File: config.mk
export PLATFORM = sky130hd
export DESIGN_NAME = safe_alu_pipe
export DESIGN_NICKNAME = d
export VERILOG_FILES = /design/src/rtl/safe_alu_pipe.sv
export SDC_FILE = /design/constraint.sdc
export NUM_CORES = 1
export LEC_CHECK = 0
export BUFFER_PORTS_ARGS = -buffer_cell sky130_fd_sc_hd__buf_2
export CAP_MARGIN = 25
export CELL_PAD_IN_SITES_DETAIL_PLACEMENT = 0
export CELL_PAD_IN_SITES_GLOBAL_PLACEMENT = 1
export CORE_ASPECT_RATIO = 1.5
export CORE_UTILIZATION = 35
export CTS_BUF_LIST = sky130_fd_sc_hd__clkbuf_16
export CTS_CLUSTER_DIAMETER = 60
export DETAILED_ROUTE_END_ITERATION = 8
export MAX_ROUTING_LAYER = met4
export PLACE_DENSITY = 0.72
export SLEW_MARGIN = 10
export SYNTH_ARGS = -nofsm -noshare
export SYNTH_HDL_FRONTEND = slang
export SYNTH_SLANG_ARGS = --single-unit
File: constraint.sdc
create_clock -name clk -period 10.6 [get_ports clk]
set_input_delay 1.06 -clock clk [delete_from_list [all_inputs] [get_ports clk]]
set_output_delay 1.06 -clock clk [all_outputs]
set_load 0.01 [all_outputs]
File: src/rtl/safe_alu_pipe.sv
// safe_alu_pipe: two-stage valid/ready ALU pipeline.
//   S1 registers the accepted operands; S2 registers the result and flags.
//   ADD/SUB/ADC/SBB/CMP run on WIDTH+1-bit arithmetic. A carry/borrow register
//   (carry_q) chains ADC/SBB sequences. ovf_sticky latches any delivered overflow.
// Optional feature macro: SAFE_ALU_SAT_EN. When it is defined, per-beat signed
// saturation applies to arithmetic results. When it is undefined, sat is
// ignored and results wrap.
module safe_alu_pipe #(
    parameter int WIDTH = 16
) (
    input  logic             clk,
    input  logic             rst_n,
    input  logic             in_valid,
    output logic             in_ready,
    input  logic [WIDTH-1:0] a,
    input  logic [WIDTH-1:0] b,
    input  logic [2:0]       opcode,
    input  logic             sat,
    output logic             out_valid,
    input  logic             out_ready,
    output logic [WIDTH-1:0] result,
    output logic             zero,
    output logic             carry,
    output logic             overflow,
    output logic             negative,
    input  logic             clr_sticky,
    output logic             ovf_sticky
);
    localparam int MSB = WIDTH - 1;

    localparam logic [2:0] OP_ADD = 3'b000;
    localparam logic [2:0] OP_SUB = 3'b001;
    localparam logic [2:0] OP_AND = 3'b010;
    localparam logic [2:0] OP_OR  = 3'b011;
    localparam logic [2:0] OP_XOR = 3'b100;
    localparam logic [2:0] OP_ADC = 3'b101;
    localparam logic [2:0] OP_SBB = 3'b110;
    localparam logic [2:0] OP_CMP = 3'b111;

    // Stage 1: accepted operands
    logic             s1_valid_q, s1_valid_d;
    logic [WIDTH-1:0] s1_a_q, s1_a_d, s1_b_q, s1_b_d;
    logic [2:0]       s1_op_q, s1_op_d;
    logic             s1_sat_q, s1_sat_d;

    // Stage 2: result beat
    logic             s2_valid_q, s2_valid_d;
    logic [WIDTH-1:0] res_q, res_d;
    logic             zero_q, zero_d, cflag_q, cflag_d;
    logic             ovf_q, ovf_d, neg_q, neg_d;

    // Architectural state
    logic             carry_q, carry_d;
    logic             ovf_sticky_q, ovf_sticky_d;

    // Handshake
    logic en1, en2, accept, advance, deliver;

    // ALU intermediates
    logic [WIDTH:0]   ext_a, ext_b, ext_c, raw;
    logic [WIDTH-1:0] fin;
    logic             is_arith, is_sub, alu_c, alu_v;

    assign en2        = !s2_valid_q || out_ready;
    assign en1        = !s1_valid_q || en2;
    assign in_ready   = en1;
    assign accept     = in_valid && en1;
    assign advance    = s1_valid_q && en2;
    assign deliver    = s2_valid_q && out_ready;

    assign out_valid  = s2_valid_q;
    assign result     = res_q;
    assign zero       = zero_q;
    assign carry      = cflag_q;
    assign overflow   = ovf_q;
    assign negative   = neg_q;
    assign ovf_sticky = ovf_sticky_q;

    // ALU: compute result and flags for the beat sitting in S1
    always_comb begin
        ext_a    = {1'b0, s1_a_q};
        ext_b    = {1'b0, s1_b_q};
        ext_c    = {{WIDTH{1'b0}}, carry_q};
        raw      = '0;
        is_arith = 1'b1;
        is_sub   = 1'b0;
        case (s1_op_q)
            OP_ADD: raw = ext_a + ext_b;
            OP_SUB: begin raw = ext_a - ext_b;          is_sub = 1'b1; end
            OP_AND: begin raw = {1'b0, s1_a_q & s1_b_q}; is_arith = 1'b0; end
            OP_OR:  begin raw = {1'b0, s1_a_q | s1_b_q}; is_arith = 1'b0; end
            OP_XOR: begin raw = {1'b0, s1_a_q ^ s1_b_q}; is_arith = 1'b0; end
            OP_ADC: raw = ext_a + ext_b + ext_c;
            OP_SBB: begin raw = ext_a - ext_b - ext_c;  is_sub = 1'b1; end
            default: begin raw = ext_a - ext_b;         is_sub = 1'b1; end // CMP
        endcase
        // Bit WIDTH is the carry for adds and the borrow for subtracts
        alu_c = is_arith && raw[WIDTH];
        alu_v = is_arith
                && (is_sub ? (s1_a_q[MSB] != s1_b_q[MSB]) : (s1_a_q[MSB] == s1_b_q[MSB]))
                && (raw[MSB] != s1_a_q[MSB]);
        fin   = (s1_op_q == OP_CMP) ? s1_a_q : raw[MSB:0];
`ifdef SAFE_ALU_SAT_EN
        // CMP returns operand a rather than the difference, so it is never clamped
        if (s1_sat_q && alu_v && (s1_op_q != OP_CMP))
            fin = s1_a_q[MSB] ? {1'b1, {(WIDTH-1){1'b0}}} : {1'b0, {(WIDTH-1){1'b1}}};
`endif
    end

`ifndef SAFE_ALU_SAT_EN
    logic unused_sat;
    assign unused_sat = s1_sat_q;
`endif

    // Next-state for both pipeline stages, carry chain and sticky overflow
    always_comb begin
        s1_valid_d = en1 ? in_valid : s1_valid_q;
        s1_a_d     = s1_a_q;
        s1_b_d     = s1_b_q;
        s1_op_d    = s1_op_q;
        s1_sat_d   = s1_sat_q;
        if (accept) begin
            s1_a_d   = a;
            s1_b_d   = b;
            s1_op_d  = opcode;
            s1_sat_d = sat;
        end

        s2_valid_d = en2 ? s1_valid_q : s2_valid_q;
        res_d      = res_q;
        zero_d     = zero_q;
        cflag_d    = cflag_q;
        ovf_d      = ovf_q;
        neg_d      = neg_q;
        if (advance) begin
            res_d   = fin;
            zero_d  = (fin == '0);
            cflag_d = alu_c;
            ovf_d   = alu_v;
            neg_d   = fin[MSB];
        end

        // Logic ops leave the carry chain untouched
        carry_d = (advance && is_arith) ? alu_c : carry_q;

        // A set on the same cycle as a clear wins
        ovf_sticky_d = (deliver && ovf_q) || (ovf_sticky_q && !clr_sticky);
    end

    // State registers, all cleared by reset
    always_ff @(posedge clk or negedge rst_n) begin
        if (!rst_n) begin
            s1_valid_q   <= 1'b0;
            s1_a_q       <= '0;
            s1_b_q       <= '0;
            s1_op_q      <= '0;
            s1_sat_q     <= 1'b0;
            s2_valid_q   <= 1'b0;
            res_q        <= '0;
            zero_q       <= 1'b0;
            cflag_q      <= 1'b0;
            ovf_q        <= 1'b0;
            neg_q        <= 1'b0;
            carry_q      <= 1'b0;
            ovf_sticky_q <= 1'b0;
        end else begin
            s1_valid_q   <= s1_valid_d;
            s1_a_q       <= s1_a_d;
            s1_b_q       <= s1_b_d;
            s1_op_q      <= s1_op_d;
            s1_sat_q     <= s1_sat_d;
            s2_valid_q   <= s2_valid_d;
            res_q        <= res_d;
            zero_q       <= zero_d;
            cflag_q      <= cflag_d;
            ovf_q        <= ovf_d;
            neg_q        <= neg_d;
            carry_q      <= carry_d;
            ovf_sticky_q <= ovf_sticky_d;
        end
    end

endmodule

==> flow_summary_export.csv <==
group,metric,value,unit
status,run_status,"finished with violations",
status,violations,"DRC",
finish,fin_area,0.00696,sq mm
route,viasPerCell,5.74,
route,totalWireLength,19.3,mm
global_route,grt_pass1_wl,30.8,mm
sta,grt_setup_unrepaired,"no",
run,drv_cap,0,
logic_synthesis,synthMuxAreaShare,8.42,%
pwr,vdd_drop_max,70.3,uV
finish,nFillCells,1842,
worst_setup_path,cpPeakStageDelay,670,ps
route,drc,18,
logic_synthesis,synth_top_family_by_area,"compound AO/OA/AOI/OAI gates",
global_route,antenna_found_initial,0,
global_route,track_usage,22.2,%
global_route,grt_max_degree,59,
cts,clkLatencyLatePin,350,ps
worst_setup_path,crit_top_cell,"xnor2_1",
logic_synthesis,synth_seq_cells,58,
place,io_buffers,62,
logic_synthesis,synth_compound_area_share,25.0,%
worst_setup_path,slowest_stage,"ha_1",
global_route,grt_pass1_vias,5695,
hold_path,hp-start,"result[12]",
finish,multiInputGateArea,0.00442,sq mm
finish,diodes,0,
worst_setup_path,crit_path_start_kind,"register",
die,die_w,111,um
sta,slew_viol_final,0,
logic_synthesis,synthTopCellsByArea,"dfrtp_1 23%, ha_1 11%, mux2_2 6.9%, nand2_1 4.4%, a21oi_1 3.9%",
cts,post_cts_buffers,0,
route,drtAntennaViolNets,0,
worst_setup_path,crit_path_start,"s1_a_q[4]",
cts,postCtsHoldBufs,0,
logic_synthesis,synth_area,0.00624,sq mm
sta,setup_viol,0,
logic_synthesis,synthAdderAreaFrac,11.9,%
cts,clk_pin_slew_worst_paths,60,ps
logic_synthesis,synth_top_flop_cell,"dfrtp_1",
sta,fin_skew,10.1,ps
worst_setup_path,crit_chain,"inv_1, ha_1, nor2b_1, o21ba_2, o31ai_1, a21oi_1, a311o_1, xnor2_1, nand4_1, xnor2_1, o221ai_1, nor4_1, a32o_1",
logic_synthesis,synth_xor_area_share,5.79,%
logic_synthesis,postSynth.asyncResetShare,100,%
worst_setup_path,cp_num_buf_inv,1,
die,io_pins,64,
worst_setup_path,end_kind,"register",
worst_setup_path,timing.critical_path.fanout_max,15,
route,wire_per_inst,19.0,um
cts,cts_sinks,58,
sta,max_freq,223,MHz
cts,clockBufferDepth,2,
logic_synthesis,synth_warnings,0,
pwr,p_leak,3.02,nW
sta,fin_crit_sh,42.3,%
place,dp.cells,996,
worst_setup_path,arrival,4710,ps
hold_path,min_path_type,"register to register",
place,gp_congestion,0.936,
finish,final_cells,1012,
sta,tightest_slew,922,ps
sta,slew_headroom,37.8,%
place,dpl-instance-area,0.00670,sq mm
worst_setup_path,r2r_start,"s1_a_q[4]",
cts,cts-buffers-inserted,9,
logic_synthesis,synth.most_common_cell,"nand2_1",
finish,layout-drive-gt1-share,19.0,%
die,die_area,0.0184,sq mm
logic_synthesis,synth.top_cell.area_share,23.2,%
global_route,grt-ovfl-total,0,
sta,fin_tns_setup,0,ps
die,start_util,35.8,%
logic_synthesis,synth-edff-count,0,
place,dp_hpwl,14.7,mm
cts,cts-root-buf,"clkbuf_16",
logic_synthesis,synth_cell_types,89,
die,rows,59,
logic_synthesis,synth.avg_cell_area,8.30,sq um
route,drt_iter0_drc,405,
logic_synthesis,synth-simple-area-share,19.7,%
route,via_count,5811,
finish,seq_area,0.00145,sq mm
logic_synthesis,synth_top_area_cell,"dfrtp_1",
worst_setup_path,critical-path-top-delay-family,"compound AO/OA/AOI/OAI gates",
finish,nets,893,
worst_setup_path,worstPathRequired,10820,ps
logic_synthesis,synth_common_cells,"73 x nand2_1, 58 x dfrtp_1, 56 x ha_1, 55 x inv_1, 54 x nor2_1",
cts,ctsResizeCount,0,
die,coreArea,0.0174,sq mm
pwr,finalPower,0.00147,W
cts,cts_tree,"yes",
die,die_h,166,um
cts,cts.htree.levels,3,
sta,fin_crit,4490,ps
logic_synthesis,synthCells,752,
pwr,power.density,212,mW/mm^2
worst_setup_path,path_class,"register to register",
logic_synthesis,syn_nets,851,
route,first_pass_iters,8,
finish,syn_to_final_growth,11.5,%
sta,hold_violations,0,
logic_synthesis,synth-seq-area-share,23.2,%
[metal layers]
layer	GRT usage, %	wire length, um
met5	-	0
met2	38.6	9560
met1	25.8	8240
met3	2.77	787
met4	9.71	669
[stage by stage]
stage | hold slack (ps) | utilization (%) | worst slack (ps)
6_report | 468 | 40.0 | 6110
3_5_place_dp | 463 | 38.5 | 6120
4_1_cts | 476 | 40.0 | 6090
5_1_grt | 492 | 40.0 | 5680
2_1_floorplan | 471 | - | 6980
3_3_place_gp | 458 | 38.5 | 6130
[cell usage in the layout (no fill, tap or decap), types with 4 or more instances in the layout]
cell type	instances
clkinv_1	4
buf_2	62
or2_2	5
nor2_1	54
a211oi_1	11
o21ai_0	42
nor4_1	8
a21oi_1	49
nand2_1	72
nand2b_1	8
nor3_1	18
a221oi_1	13
nor2b_1	7
o22ai_1	10
o2111ai_1	6
a31oi_1	4
mux2_2	38
a2111oi_0	4
ha_1	56
or3_1	7
nand4_1	14
o21a_1	5
nand3_1	21
inv_1	55
xnor2_1	23
clkbuf_16	9
xor2_1	12
o211ai_1	8
dfrtp_1	58
buf_4	5
o31ai_1	5
a221o_1	6
a21o_1	10
[worst paths after layout]
check | to | slack, ps | cells after the start
worst max-delay path | zero | 6110 | 13
worst min-delay path | result[12] | 470 | 2
min in group asynchronous | out_valid | 870 | 2
worst min register to register | result[12] | 470 | 2
worst max register to register | zero | 6110 | 13
max in group asynchronous | s1_a_q[8] | 9240 | 2
[power by group]
group	switching (W)	internal (W)	total, W	leakage, nW
Combinational	0.000553	0.000334	0.000888	2.21
Sequential	0.0000442	0.000275	0.000319	0.691
Clock	0.000113	0.000155	0.000268	0.124
[cells by family (layout without fill, tap and decap cells)]
kind of cell / count (synthesis) / after routing
multiplexers: 44 / 44
buffers and inverters: 93 / 140
AND/OR/NAND/NOR: 243 / 243
adder cells (fa/ha/maj): 58 / 58
flip-flops: 58 / 58
XOR/XNOR: 38 / 38
AO/OA/AOI/OAI: 218 / 218
[sequential cells by signal (all words and copies together), names as in the netlist]
register / count
result: 16
out_valid: 1
carry_q: 1
carry: 1
zero: 1
ovf_sticky: 1
s1_b_q: 16
s1_valid_q: 1
s1_a_q: 16
overflow: 1
s1_op_q: 3
[layout make-up]
| class | instances | share of cell area (%) |
|---|---|---|
| tap | 213 | 3.83 |
| clock buffer | 9 | 3.24 |
| multi-input combinational | 601 | 63.5 |
| timing repair buffer | 67 | 5.00 |
| clock inverter | 7 | 0.521 |
| sequential | 58 | 20.8 |
| inverter | 57 | 3.07 |
[worst reg2reg max path, cell delays in order (launching register included)]
cell and delay [ps]:
dfrtp_1 490, inv_1 80, ha_1 670, nor2b_1 170, o21ba_2 240, o31ai_1 540
a21oi_1 230, a311o_1 420, xnor2_1 460, nand4_1 280, xnor2_1 190, o221ai_1 240
nor4_1 90, a32o_1 270
No activity file was read; power rests on OpenSTA's default activity.
